--- config.mk ---
export PLATFORM = sky130hd
export DESIGN_NAME = sdram_init_refresh
export DESIGN_NICKNAME = d
export VERILOG_FILES = /design/src/rtl/sdram_init_refresh.sv
export SDC_FILE = /design/constraint.sdc
export NUM_CORES = 1
export LEC_CHECK = 0
export ABC_AREA = 1
export BUFFER_PORTS_ARGS = -buffer_cell sky130_fd_sc_hd__buf_2
export CORE_MARGIN = 5
export CORE_UTILIZATION = 50
export DETAILED_ROUTE_END_ITERATION = 10
export GPL_TIMING_DRIVEN = 0
export PLACE_DENSITY_LB_ADDON = 0.1
export RECOVER_POWER = 100
export SYNTH_ARGS = -nofsm -noshare
export SYNTH_HDL_FRONTEND = slang
export SYNTH_SLANG_ARGS = --single-unit
--- constraint.sdc ---
create_clock -name clk -period 2.46 [get_ports clk]
set_input_delay 0.492 -clock clk [delete_from_list [all_inputs] [get_ports clk]]
set_output_delay 0.492 -clock clk [all_outputs]
set_load 0.005 [all_outputs]
--- src/rtl/sdram_init_refresh.sv ---
// rtl/sdram_init_refresh.sv - SDRAM power-up init and auto-refresh sequencer (SDRAM_REFRESH_BURST_EN: clear all refresh debt in one hold window)
module sdram_init_refresh #(
  parameter int          INIT_WAIT_CYCLES = 10000,
  parameter int          REFRESH_INTERVAL = 1560,
  parameter int          TRP_CYCLES       = 2,
  parameter int          TRFC_CYCLES      = 7,
  parameter int          TMRD_CYCLES      = 2,
  parameter logic [10:0] MODE_WORD        = 11'h020
) (
  input  logic        clk,
  input  logic        rst,
  input  logic        ctrl_idle,
  output logic        hold,
  output logic        own_bus,
  output logic [2:0]  cmd,
  output logic        ba,
  output logic [10:0] addr,
  output logic [1:0]  dqm,
  output logic        cke,
  output logic        ready,
  output logic        refresh_overrun
);

  localparam logic [2:0] S_INIT_WAIT = 3'd0;
  localparam logic [2:0] S_INIT_PRE  = 3'd1;
  localparam logic [2:0] S_INIT_REF1 = 3'd2;
  localparam logic [2:0] S_INIT_REF2 = 3'd3;
  localparam logic [2:0] S_INIT_MRS  = 3'd4;
  localparam logic [2:0] S_IDLE      = 3'd5;
  localparam logic [2:0] S_DRAIN     = 3'd6;
  localparam logic [2:0] S_REF       = 3'd7;

  localparam logic [2:0] CMD_NOP  = 3'b111;
  localparam logic [2:0] CMD_PRE  = 3'b010;
  localparam logic [2:0] CMD_REF  = 3'b001;
  localparam logic [2:0] CMD_LMR  = 3'b000;

  // One shared phase counter covers the init wait and every post-command NOP run
  localparam int SHORT_MAX = TRP_CYCLES + TRFC_CYCLES + TMRD_CYCLES + 2;
  localparam int CNT_MAX   = (INIT_WAIT_CYCLES > SHORT_MAX) ? INIT_WAIT_CYCLES : SHORT_MAX;
  localparam int CNT_W     = $clog2(CNT_MAX + 1);
  localparam int TMR_W     = $clog2(REFRESH_INTERVAL + 1);

  logic [2:0]       state_q, state_d;
  logic [CNT_W-1:0] cnt_q, cnt_d;
  logic [TMR_W-1:0] timer_q, timer_d;
  logic [2:0]       pending_q, pending_d;
  logic [2:0]       cmd_q, cmd_d;
  logic             ba_q, ba_d;
  logic [10:0]      addr_q, addr_d;
  logic             own_q, own_d;
  logic             hold_q, hold_d;
  logic             ready_q, ready_d;
  logic             overrun_q, overrun_d;
  logic             ref_issue;
  logic             load_timer;
  logic             tick;

  // Sequencer: each command state issues its command, then waits out its NOP run
  always_comb begin
    state_d    = state_q;
    cnt_d      = cnt_q + 1'b1;
    cmd_d      = CMD_NOP;
    ba_d       = 1'b0;
    addr_d     = 11'h000;
    own_d      = own_q;
    hold_d     = hold_q;
    ready_d    = ready_q;
    ref_issue  = 1'b0;
    load_timer = 1'b0;
    case (state_q)
      S_INIT_WAIT: begin
        if (cnt_q == CNT_W'(INIT_WAIT_CYCLES - 1)) begin
          cmd_d   = CMD_PRE;
          addr_d  = 11'h400;
          state_d = S_INIT_PRE;
          cnt_d   = '0;
        end
      end
      S_INIT_PRE: begin
        if (cnt_q == CNT_W'(TRP_CYCLES)) begin
          cmd_d   = CMD_REF;
          state_d = S_INIT_REF1;
          cnt_d   = '0;
        end
      end
      S_INIT_REF1: begin
        if (cnt_q == CNT_W'(TRFC_CYCLES)) begin
          cmd_d   = CMD_REF;
          state_d = S_INIT_REF2;
          cnt_d   = '0;
        end
      end
      S_INIT_REF2: begin
        if (cnt_q == CNT_W'(TRFC_CYCLES)) begin
          cmd_d   = CMD_LMR;
          addr_d  = MODE_WORD;
          state_d = S_INIT_MRS;
          cnt_d   = '0;
        end
      end
      S_INIT_MRS: begin
        if (cnt_q == CNT_W'(TMRD_CYCLES)) begin
          state_d    = S_IDLE;
          ready_d    = 1'b1;
          own_d      = 1'b0;
          hold_d     = 1'b0;
          load_timer = 1'b1;
          cnt_d      = '0;
        end
      end
      S_IDLE: begin
        cnt_d = '0;
        if (pending_q != 3'd0) begin
          hold_d  = 1'b1;
          state_d = S_DRAIN;
        end
      end
      S_DRAIN: begin
        // Bus ownership is taken one NOP cycle before REFRESH so it never flips on a command
        if (cnt_q == CNT_W'(TRP_CYCLES + 1)) begin
          cmd_d     = CMD_REF;
          ref_issue = 1'b1;
          state_d   = S_REF;
          cnt_d     = '0;
        end else if (!ctrl_idle) begin
          cnt_d = '0;
        end else if (cnt_q == CNT_W'(TRP_CYCLES)) begin
          own_d = 1'b1;
        end
      end
      S_REF: begin
        if (cnt_q == CNT_W'(TRFC_CYCLES)) begin
          cnt_d = '0;
`ifdef SDRAM_REFRESH_BURST_EN
          if (pending_q != 3'd0) begin
            cmd_d     = CMD_REF;
            ref_issue = 1'b1;
          end else begin
            state_d = S_IDLE;
            own_d   = 1'b0;
            hold_d  = 1'b0;
          end
`else
          state_d = S_IDLE;
          own_d   = 1'b0;
          hold_d  = 1'b0;
`endif
        end
      end
      default: begin
        state_d = S_INIT_WAIT;
        cnt_d   = '0;
      end
    endcase
  end

  // Refresh timer and pending-debt counter; a simultaneous expiry and refresh cancel out
  always_comb begin
    tick      = ready_q && (timer_q == '0);
    timer_d   = timer_q;
    pending_d = pending_q;
    overrun_d = overrun_q;
    if (load_timer) begin
      timer_d = TMR_W'(REFRESH_INTERVAL - 1);
    end else if (ready_q) begin
      timer_d = tick ? TMR_W'(REFRESH_INTERVAL - 1) : timer_q - 1'b1;
    end
    if (tick && !ref_issue) begin
      if (pending_q == 3'd7) begin
        overrun_d = 1'b1;
      end else begin
        pending_d = pending_q + 3'd1;
      end
    end else if (!tick && ref_issue) begin
      pending_d = pending_q - 3'd1;
    end
  end

  // State and registered outputs
  always_ff @(posedge clk) begin
    if (rst) begin
      state_q   <= S_INIT_WAIT;
      cnt_q     <= '0;
      timer_q   <= '0;
      pending_q <= 3'd0;
      cmd_q     <= CMD_NOP;
      ba_q      <= 1'b0;
      addr_q    <= 11'h000;
      own_q     <= 1'b1;
      hold_q    <= 1'b1;
      ready_q   <= 1'b0;
      overrun_q <= 1'b0;
    end else begin
      state_q   <= state_d;
      cnt_q     <= cnt_d;
      timer_q   <= timer_d;
      pending_q <= pending_d;
      cmd_q     <= cmd_d;
      ba_q      <= ba_d;
      addr_q    <= addr_d;
      own_q     <= own_d;
      hold_q    <= hold_d;
      ready_q   <= ready_d;
      overrun_q <= overrun_d;
    end
  end

  assign cmd             = cmd_q;
  assign ba              = ba_q;
  assign addr            = addr_q;
  assign own_bus         = own_q;
  assign hold            = hold_q;
  assign ready           = ready_q;
  assign refresh_overrun = overrun_q;
  assign dqm             = 2'b11;
  assign cke             = 1'b1;

endmodule
Word level (Yosys, flattened, before mapping)
Cells that the tools add are included.
{"block": "classes", "n_reduce_logical": 21, "mux": 42, "eq_ne": 24, "n_addsub": 4}
{"op": "two-way mux 14 bit", "n": 5}
{"op": "case mux 14 bit (5 select lines)", "n": 1}
{"op": "two-way mux 3 bit", "n": 16}
{"op": "two-way mux 11 bit", "n": 4}
{"op": "== test 14 x 2 -> 1 bit (second input constant)", "n": 2}
{"op": "inequality test 2 bit (second input constant)", "n": 12}
{"op": "case mux 3 bit (8 select lines)", "n": 1}
{"op": "case mux 11 bit (2 select lines)", "n": 1}
{"op": "== test 3 bit (second input constant)", "n": 5}
{"op": "case mux 3 bit (5 select lines)", "n": 1}
{"op": "adder 14 x 1 -> 14 bit (second input constant)", "n": 1}
{"op": "== test 14 bit (second input constant)", "n": 1}
{"op": "== test 14 x 3 -> 1 bit (second input constant)", "n": 1}
{"op": "zero test 11 bit", "n": 1}
{"op": "subtractor 11 x 1 -> 11 bit (second input constant)", "n": 1}
{"op": "two-way mux 1 bit", "n": 10}
{"op": "nonzero test 3 bit", "n": 3}
{"op": "AND reduction 8 bit", "n": 1}
{"op": "== test 3 x 2 -> 1 bit (second input constant)", "n": 2}
{"op": "two-way mux 6 bit", "n": 1}
{"op": "case mux 1 bit (3 select lines)", "n": 2}
{"op": "AND reduction 2 bit", "n": 3}
{"op": "AND reduction 6 bit", "n": 1}
{"op": "AND reduction 4 bit", "n": 1}
{"op": "9 further kinds", "n": 14}
{"block": "totals", "in_bits": 3, "output_inout_bits": 22, "register_bits": 49, "word_cells": 102}

Longest topological paths before layout
Gate-level depths: netlist (run 1).
{"block": "depth", "depth_word": 7, "mapped_depth": 14, "depth_no_buf": 14}

Least setup slack after synthesis (run 1)
Ideal clock, no wire load.
{"block": "synth_path", "kind": "register -> register", "from": "register timer_q[0]", "to": "register pending_q[2]", "arrival_time_ps": 1775, "period_less_slack_ps": 1890, "required_time_ps": 2345, "slack_ps": 570, "path_buffers": 0, "path_stages_with_launch": 15, "setup_time_ps": 115, "path_cell_list": "dfxtp_1 -> inv_1 -> ha_1 -> nand3_1 -> inv_1 -> nand2_1 -> nor2_1 -> nand2_1 -> fa_1 -> inv_1 -> nand2_1 -> nand2_1 -> nand3_1 -> nand2_1 -> nor2_1"}
{"block": "synth_via", "elab_chain_len": 6, "elab_cells_between_ends": 9, "classes_between": "1 x eq/ne; 1 x mux; 7 x reduce/logical"}
{"element": "from (decl)", "line_no": "46", "rtl": "logic [TMR_W-1:0] timer_q, timer_d;"}
{"element": "from (signal assigned)", "line_no": "197", "rtl": "timer_q <= timer_d;"}
{"element": "zero test 11 bit *", "line_no": "160", "rtl": "tick = ready_q && (timer_q == '0);"}
{"element": "logical AND 1 bit *", "line_no": "160"}
{"element": "zero test 1 bit", "line_no": "175", "rtl": "end else if (!tick && ref_issue) begin"}
{"element": "logical AND 1 bit", "line_no": "175"}
{"element": "nonzero test 2 bit (no line)"}
{"element": "AND reduction 2 bit (no line)"}
{"element": "to (signal assigned)", "line_no": "198", "rtl": "pending_q <= pending_d;"}
{"element": "to (decl)", "line_no": "47", "rtl": "logic [2:0] pending_q, pending_d;"}
Every way passes the cells marked *; elsewhere a longest branch is shown, timed or not.
A chain may end at the register's enable or synchronous reset.

Final worst setup path (run 1)
Ends and elaborated chain as after synthesis.

==> flow_summary_export.csv, run 1 <==
group,metric,value,unit
timing,fin_skew,0.00413,ns
power_and_ir_drop,clock_power_share,24.0,%
critical_path,cp-start-kind,"flop",
clocking,cts_setup_buffers,0,
timing,finalCritPeriodShare,88.9,%
drt,vias,2024,
die,die_y,78.6,um
timing,timing.fmax,0.457,GHz
critical_path,crit_top_cell,"nand2_1",
run_status,outcome,"finished, final reports clean",
synth,async_flop_share,0,%
final_layout,syn2layout_area_growth,7.92,%
grt,grt-ovfl-total,0,
final_layout,drive_gt1_share,14.3,%
clocking,h-tree-depth,2,
synth,syn_avg_cell_area,7.03,um^2
placement,postPlaceCellArea,2510,um^2
critical_path,end_kind,"flop",
synth,synth_edf_count,0,
die,coreArea,4660,um^2
synth,seq_area_frac_synth,34.0,%
grt,antenna_found_initial,0,
synth,synth_cell_types,38,
worst_hold_path,hold_class,"flop to flop",
final_layout,finalNonFillerCells,417,
flow_run,maxCapViolCount,0,
clocking,cts_tree,"done",
clocking,cts_num_sinks,40,
clocking,cts.path.max_buffers,2,
critical_path,critical_path_arrival,2.37,ns
die,num_rows,25,
drt,drt_iter0_drc,151,
drt,drc,0,
placement,port_buffers,10,
placement,hpwlAfterDp,3.42,mm
timing,setup_viol,0,
clocking,cts_inserted_buffers,5,
power_and_ir_drop,switchingPower,0.634,mW
clocking,post_cts_resized,0,
final_layout,final_util,54.5,%
power_and_ir_drop,pwr-share-seq,43.8,%
timing,fin_tns_setup,0,ns
critical_path,cp_slowest_cell,"fa_1",
power_and_ir_drop,p_per_area,677,nW/um^2
drt,dr.pass1.iters,4,
drt,routed_wl,4.50,mm
clocking,cts.clk_slew.worst_paths,0.08,ns
synth,yosysWarnings,0,
critical_path,slowest_delay,0.40,ns
timing,rsz0062_at_grt,"no",
synth,syn_area,2350,um^2
power_and_ir_drop,power_frac_comb,32.2,%
critical_path,path_cells,"inv_1 > ha_1 > nand3_1 > inv_1 > nand2_1 > nor2_1 > nand2_1 > fa_1 > inv_1 > nand2_1 > nand2_1 > nand3_1 > nand2_1 > nor2_1",
power_and_ir_drop,p_int,1.09,mW
clocking,root_buffer,"clkbuf_8",
placement,gp_congestion,0.843,
grt,grt_pass1_vias,1872,
drt,wire_per_inst,10.8,um
critical_path,critical_path_class,"flop to flop",
die,start_util,50.5,%
timing,finalHoldViolations,0,
placement,dp_cells,410,
clocking,clock_latency,0.29,ns
timing,final_max_slew_viol_count,0,
power_and_ir_drop,swShare,36.9,%
drt,viasPerCell,4.85,
die,dieArea,6180,um^2
power_and_ir_drop,max-vdd-ir-drop,376,uV
grt,grt_use_total,16.3,%
final_layout,antenna_cells,0,
grt,grt_pass1_wl,8.11,mm
power_and_ir_drop,p_leak,1.17,nW
timing,min_period,2.19,ns
grt,grt_max_degree,12,
clocking,cts_hold_buffers,0,
synth,ys.flop_type,"dfxtp_1",
final_layout,finalInstanceArea,2540,um^2
die,pin_count,25,
synth,netlist_instances,335,
final_layout,fill_cells,494,
final_layout,final_nets,371,
timing,hold_ws,0.470,ns
drt,drtAntennaViolNets,0,
synth,synth_seq_cells,40,
critical_path,crit_required,2.65,ns
die,die_x,78.6,um
critical_path,path_max_fanout,4,
==> flip-flops by register name, summed over array words and instances, names as in the netlist <==
signal and flops:
pending_q 3, timer_q 11, refresh_overrun 1, addr 2
cnt_q 14, hold 1, state_q 3, cmd 3
ready 1, own_bus 1
==> metal layers <==
metal	wire length, um	GRT usage [%]
met1	2290	21.8
met2	1910	25.8
met3	215	3.90
met4	80	5.24
met5	0	0
==> final cells by class <==
| cell class | count | area [um^2] | area share, % |
|---|---|---|---|
| multi-input combinational | 241 | 1250 | 49.2 |
| sequential | 40 | 801 | 31.5 |
| inverter | 47 | 176 | 6.94 |
| buffer | 18 | 123 | 4.83 |
| clock buffer | 6 | 72.6 | 2.86 |
| tap | 54 | 67.6 | 2.66 |
| timing repair buffer | 10 | 45.0 | 1.77 |
| clock inverter | 1 | 5.00 | 0.197 |
==> worst max-delay path, delay by kind of cell, from the launching register on <==
| family | cells | cell delay [ns] |
|---|---|---|
| and+or+nand+nor | 9 | 0.90 |
| adders and majority gates | 2 | 0.59 |
| DFF | 1 | 0.33 |
| buffers and inverters | 3 | 0.24 |
==> path summary, 6_finish.rpt <==
path,to,slack (ns),cells after the start,from
worst max-delay path,pending_q[2],0.27,14,timer_q[0]
worst min-delay path,refresh_overrun,0.47,1,refresh_overrun
worst min register to register,refresh_overrun,0.47,1,refresh_overrun
worst max register to register,pending_q[2],0.27,14,timer_q[0]
==> synth_stat cells, types with 2 or more instances <==
master | instances | area [um^2]
nand3_1 | 28 | 140
conb_1 | 2 | 7.51
buf_4 | 14 | 105
nand3b_1 | 3 | 22.5
inv_2 | 3 | 11.3
nor2_1 | 46 | 173
ha_1 | 4 | 50.1
nor4_1 | 2 | 12.5
nand4_1 | 6 | 37.5
inv_1 | 44 | 165
nor3_1 | 9 | 45.0
o21ai_0 | 10 | 50.1
nand2_2 | 6 | 37.5
nand2_1 | 59 | 221
xnor2_1 | 2 | 17.5
xor2_1 | 12 | 105
nor2_2 | 17 | 106
a21oi_1 | 9 | 45.0
dfxtp_1 | 40 | 801
==> power groups by stage <==
| stage | sequential, mW | clock [mW] | combinational [mW] |
|---|---|---|---|
| 2_1_floorplan | 0.763 | 0 | 0.489 |
| 3_3_place_gp | 0.765 | 0 | 0.600 |
| 3_5_place_dp | 0.767 | 0 | 0.598 |
| 4_1_cts | 0.752 | 0.431 | 0.601 |
| 5_1_grt | 0.762 | 0.460 | 0.646 |
| 6_report | 0.753 | 0.413 | 0.554 |
==> placed cells by master (no fill, tap or decap), drive strengths merged <==
cell / instances
nand2: 66
nor2: 65
inv: 47
dfxtp: 40
nand3: 30
buf: 21
conb: 13
clkbuf: 13
xor2: 12
o21ai: 12
a21oi: 10
nor3: 9
nand4: 7
ha: 4
nand3b: 3
xnor2: 2
nor4: 2
o21a: 1
o21bai: 1
o211ai: 1
a31oi: 1
nor3b: 1
fa: 1
clkinv: 1
==> stage by stage <==
stage	worst slack [ns]	total power [mW]
6_report	0.274	1.72
5_1_grt	0.123	1.87
4_1_cts	0.296	1.78
3_5_place_dp	0.307	1.36
3_3_place_gp	0.342	1.36
2_1_floorplan	0.570	1.25
==> cells by family (layout without fill, tap and decap cells) <==
group                      after synthesis  count (layout)  synth area share (%)
and+or+nand+nor                        183             183                  38.0
adders and majority gates                5               5                  2.98
buffers and inverters                   65              82                  13.0
xor gates and xnor gates                14              14                  5.21
other                                    2              13                 0.319
AOI/OAI and AO/OA                       26              26                  6.54
DFF                                     40              40                  34.0
Power figures use the tool's default switching activity.
==> run 2, diff against run 1 <==
- CELL_PAD_IN_SITES_DETAIL_PLACEMENT: default -> 1
- CELL_PAD_IN_SITES_GLOBAL_PLACEMENT: default -> 2
- CORE_UTILIZATION: 50 -> 30
==> flow_summary_export.csv, run 2 (synthesis results as in run 1) <==
group,metric,value,unit
timing,fin_tns_setup,0,ns
worst_hold_path,hold_depth,1,
drt,routed_wl,5.49,mm
timing,hold_ws,0.480,ns
die,die_y,98.6,um
clocking,cts.path.max_buffers,2,
drt,viasPerCell,4.35,
power_and_ir_drop,clock_power_share,36.4,%
clocking,post_cts_resized,0,
timing,fin_skew,0.00907,ns
critical_path,path_cells,"inv_1 > ha_1 > nand3_1 > inv_1 > nand2_1 > nor2_1 > nand2_1 > fa_1 > inv_1 > nand2_1 > nand2_1 > nand3_1 > nand2_1 > nor2_1",
critical_path,rrSetupSlack,0.25,ns
power_and_ir_drop,p_total,2.07,mW
drt,wire_per_inst,11.8,um
power_and_ir_drop,p_per_area,773,nW/um^2
critical_path,end_kind,"flop",
drt,vias,2027,
placement,port_buffers,10,
timing,setup_viol,0,
critical_path,ff2ff_path_depth,14,
grt,grt-ovfl-total,0,
timing,rsz0062_at_grt,"no",
placement,hpwlAfterDp,4.43,mm
clocking,cts_tree,"done",
worst_hold_path,hold_class,"flop to flop",
final_layout,final_util,34.9,%
die,die_x,98.6,um
critical_path,path_max_fanout,4,
worst_hold_path,whs_endpoint,"refresh_overrun",
final_layout,regMostFlops,"cnt_q",
clocking,h-tree-depth,2,
grt,grt_pass1_wl,9.78,mm
power_and_ir_drop,switchingPower,0.671,mW
grt,antenna_found_initial,0,
power_and_ir_drop,pwr-share-seq,36.4,%
clocking,cts_inserted_buffers,5,
critical_path,rr_endpoint,"pending_q[2]",
flow_run,maxCapViolCount,0,
clocking,clock_latency,0.29,ns
timing,min_period,2.21,ns
final_layout,fill_cells,1027,
grt,grt_pass1_vias,2142,
power_and_ir_drop,max-vdd-ir-drop,332,uV
drt,drtAntennaViolNets,0,
die,start_util,30.6,%
drt,drc,0,
clocking,cts.clk_slew.worst_paths,0.08,ns
final_layout,final_nets,371,
power_and_ir_drop,p_int,1.40,mW
final_layout,reg.largest.list,"cnt_q (14), timer_q (11)",
final_layout,largest_reg_flops,14,
timing,timing.fmax,0.453,GHz
timing,final_max_slew_viol_count,0,
critical_path,crit_required,2.65,ns
critical_path,critical_path_class,"flop to flop",
clocking,cts_setup_buffers,0,
timing,finalHoldViolations,0,
final_layout,antenna_cells,0,
final_layout,syn2layout_area_growth,13.9,%
timing,worst_slew_pin_slew,0.524,ns
grt,grt_max_degree,14,
critical_path,cp-start-kind,"flop",
critical_path,r2r-start,"timer_q[0]",
power_and_ir_drop,swShare,32.4,%
die,pin_count,25,
final_layout,drive_gt1_share,14.8,%
critical_path,cp_slowest_cell,"fa_1",
run_status,outcome,"finished, final reports clean",
clocking,root_buffer,"clkbuf_8",
critical_path,critical_path_arrival,2.39,ns
worst_hold_path,hold_path_startpoint,"refresh_overrun",
final_layout,mostFrequentLayoutCell,"nand2_1",
die,dieArea,9720,um^2
drt,drt_iter0_drc,46,
critical_path,slowest_delay,0.40,ns
die,coreArea,7690,um^2
clocking,cts_num_sinks,40,
clocking,cts_hold_buffers,0,
power_and_ir_drop,power_frac_comb,27.2,%
die,num_rows,32,
power_and_ir_drop,p_leak,1.20,nW
placement,gp_congestion,0.765,
timing,relSlewSlack,65.1,%
final_layout,finalNonFillerCells,466,
drt,dr.pass1.iters,4,
critical_path,crit_top_cell,"nand2_1",
grt,grt_use_total,12.1,%
final_layout,final_cell_mix,"nand2_1, nor2_1, inv_1",
placement,dp_cells,458,
timing,finalCritPeriodShare,89.6,%
==> run 2: changes by cell type in the layout (fill, tap and decap cells not counted) <==
cell / previous run / this run
nand2_2: 2 / 3
clkinv_2: 1 / 0
bufinv_16: 0 / 3
clkbuf_1: 6 / 5
nor2_2: 13 / 12
nor2_1: 50 / 51
nand2_1: 64 / 63
==> run 2: critical path, delay by kind of cell, from the launching register on <==
| family | cells | cell delay (ns) |
|---|---|---|
| adders and majority gates | 2 | 0.61 |
| buffers and inverters | 3 | 0.26 |
| DFF | 1 | 0.33 |
| and+or+nand+nor | 9 | 0.90 |
==> run 2: metrics by stage <==
| stage | instance area [um^2] | setup slack, ns |
|---|---|---|
| floorplan | 2400 | 0.570 |
| CTS | 2730 | 0.249 |
| finish | 2680 | 0.255 |
| global placement | 2570 | 0.289 |
| detailed placement | 2570 | 0.270 |
| global route | 2680 | 0.0458 |
==> run 2: cell type report <==
cell class	count	area [um^2]	area share (%)
timing repair buffer	10	45.0	1.68
sequential	40	801	29.9
buffer	18	123	4.57
clock inverter	3	90.1	3.36
clock buffer	5	68.8	2.57
tap	102	128	4.76
multi-input combinational	241	1250	46.6
inverter	47	176	6.58
==> run 2: power groups by stage <==
| stage | Sequential, mW | Combinational (mW) | Clock (mW) |
|---|---|---|---|
| 2_1_floorplan | 0.763 | 0.489 | 0 |
| 3_3_place_gp | 0.770 | 0.619 | 0 |
| 3_5_place_dp | 0.770 | 0.626 | 0 |
| 4_1_cts | 0.755 | 0.628 | 0.787 |
| 5_1_grt | 0.768 | 0.657 | 0.812 |
| 6_report | 0.754 | 0.564 | 0.755 |
==> run 2: routing by layer <==
layer  vias to the layer above  track usage [%]  share of wire [%]
li1                       1082                -                  -
met1                       922             16.2                 51
met2                        18             19.9                 46
met3                         5             2.48                2.3
met4                         0             3.15               0.87
met5                         -                0                  0
==> run 2: worst max-delay path by stage <==
stage / end / start / depth (start not counted) / slack (ns)
3_3_place_gp: pending_q[2] / timer_q[0] / 14 / 0.29
6_report: pending_q[2] / timer_q[0] / 14 / 0.25
2_1_floorplan: pending_q[2] / timer_q[0] / 14 / 0.57
5_1_grt: pending_q[2] / timer_q[0] / 14 / 0.05
3_5_place_dp: pending_q[2] / timer_q[0] / 14 / 0.27
4_1_cts: pending_q[2] / timer_q[0] / 14 / 0.25
==> run 3, diff against run 2 <==
- CTS_CLUSTER_DIAMETER: default -> 40
- PLACE_DENSITY: default -> 0.8
- PLACE_DENSITY_LB_ADDON: 0.1 -> default
==> flow_summary_export.csv, run 3 (synthesis results as in run 1) <==
group,metric,value,unit
run_status,outcome,"finished, final reports clean",
drt,drtAntennaViolNets,0,
timing,min_period,2.17,ns
die,die_x,98.6,um
final_layout,final_nets,371,
timing,setup_viol,0,
critical_path,crit_top_cell,"nand2_1",
critical_path,path_delay_family,"simple AND/OR/NAND/NOR gates",
die,num_rows,32,
timing,finalCritPeriodShare,88.4,%
timing,fin_tns_setup,0,ns
drt,drc,0,
grt,grt_pass1_wl,9.28,mm
drt,wire_per_inst,11.6,um
timing,final_max_slew_viol_count,0,
final_layout,final_cell_mix,"nand2_1, nor2_1, inv_1",
placement,place_ws,0.271,ns
drt,highest_layer,"met4",
critical_path,crit_buf_inv,3,
timing,relSlewSlack,66.0,%
timing,timing.fmax,0.460,GHz
placement,gp_congestion,0.790,
final_layout,fill_cells,1019,
clocking,clock_latency,0.29,ns
die,pin_count,25,
critical_path,cp_slowest_cell,"fa_1",
critical_path,crit_required,2.65,ns
die,die_y,98.6,um
critical_path,cp-start-kind,"flop",
grt,grt_use_total,11.6,%
die,coreArea,7690,um^2
final_layout,antenna_cells,0,
drt,dr_wl_met3,129,um
clocking,cts_setup_buffers,0,
critical_path,slowest_delay,0.40,ns
flow_run,maxCapViolCount,0,
final_layout,mostFrequentLayoutCell,"nand2_1",
critical_path,path_cells,"inv_1 > ha_1 > nand3_1 > inv_1 > nand2_1 > nor2_1 > nand2_1 > fa_1 > inv_1 > nand2_1 > nand2_1 > nand3_1 > nand2_1 > nor2_1",
clocking,cts_num_sinks,40,
power_and_ir_drop,max-vdd-ir-drop,402,uV
final_layout,syn2layout_area_growth,11.8,%
grt,grt_max_degree,14,
die,dieArea,9720,um^2
power_and_ir_drop,p_per_area,707,nW/um^2
clocking,cts_inserted_buffers,5,
timing,worst_slew_pin_slew,0.510,ns
timing,fin_skew,0.00446,ns
critical_path,path_max_fanout,4,
critical_path,critical_path_class,"flop to flop",
clocking,cts_tree,"done",
clocking,h-tree-depth,2,
timing,finalHoldViolations,0,
die,start_util,30.6,%
timing,rsz0062_at_grt,"no",
drt,routed_wl,5.38,mm
drt,drt_iter0_drc,99,
clocking,cts_hold_buffers,0,
drt,viasPerCell,4.42,
placement,hpwlAfterDp,4.37,mm
grt,antenna_found_initial,0,
power_and_ir_drop,p_leak,1.19,nW
drt,wl_met2,2.67,mm
critical_path,end_kind,"flop",
timing,worst_slack,0.285,ns
final_layout,drive_gt1_share,14.6,%
final_layout,largest_reg_flops,14,
final_layout,regMostFlops,"cnt_q",
drt,dr.pass1.iters,4,
grt,grt-ovfl-total,0,
clocking,root_buffer,"clkbuf_8",
clocking,post_cts_resized,0,
clocking,cts.path.max_buffers,2,
placement,port_buffers,10,
worst_hold_path,hold_class,"flop to flop",
drt,vias,2061,
clocking,cts.clk_slew.worst_paths,0.08,ns
drt,m1WireLength,2.52,mm
grt,grt_pass1_vias,2117,
final_layout,reg.largest.list,"cnt_q (14), timer_q (11)",
critical_path,critical_path_arrival,2.36,ns
-- run 3: cell count changes in the layout (fill, tap and decap cells not counted) --
cell,delta
bufinv_16,-2
nand2_2,-1
clkinvlp_4,+1
clkinv_2,+1
nand2_1,+1
-- run 3: metrics by stage --
| step | util [%] | instance area (um^2) | instances | power (mW) | hold slack (ns) |
|---|---|---|---|---|---|
| 2_1_floorplan | - | 2400 | 346 | 1.25 | 0.440 |
| 3_3_place_gp | 33.5 | 2570 | 458 | 1.38 | 0.445 |
| 3_5_place_dp | 33.5 | 2570 | 458 | 1.40 | 0.459 |
| 4_1_cts | 34.9 | 2690 | 466 | 1.96 | 0.482 |
| 5_1_grt | 34.2 | 2630 | 466 | 2.01 | 0.514 |
| 6_report | 34.2 | 2630 | 466 | 1.86 | 0.475 |
-- run 3: final timing paths --
| check | startpoint | endpoint | slack, ns | depth (start not counted) |
|---|---|---|---|---|
| worst max-delay path | timer_q[0] | pending_q[2] | 0.29 | 14 |
| worst min-delay path | refresh_overrun | refresh_overrun | 0.48 | 1 |
| worst max register to register | timer_q[0] | pending_q[2] | 0.29 | 14 |
| worst min register to register | refresh_overrun | refresh_overrun | 0.48 | 1 |
-- run 3: power by group --
| part | leakage, nW | internal (mW) | switching (mW) |
|---|---|---|---|
| Clock | 0.0541 | 0.301 | 0.246 |
| Sequential | 0.324 | 0.703 | 0.0539 |
| Combinational | 0.810 | 0.191 | 0.367 |
-- run 3: layout make-up --
| type | count | area [um^2] | share of cell area [%] |
|---|---|---|---|
| Timing Repair Buffer | 10 | 45.0 | 1.71 |
| Clock inverter | 3 | 42.5 | 1.62 |
| Sequential cell | 40 | 801 | 30.4 |
| Tap cell | 102 | 128 | 4.85 |
| Buffer | 18 | 123 | 4.66 |
| Clock buffer | 5 | 68.8 | 2.61 |
| Multi-Input combinational cell | 241 | 1250 | 47.4 |
| Inverter | 47 | 176 | 6.70 |
-- run 3: metal layers --
layer	up-vias	global-route usage (%)
met2	20	20.9
met4	0	3.15
met3	4	2.12
met1	953	14.0
met5	-	0
li1	1084	-
-- run 3: worst register-to-register path, delay by kind of cell (launching register included) --
kind,cells,cell delay [ns]
adder cells (fa/ha/maj),2,0.59
buffers and inverters,3,0.27
flip-flops,1,0.33
AND/OR/NAND/NOR,9,0.89
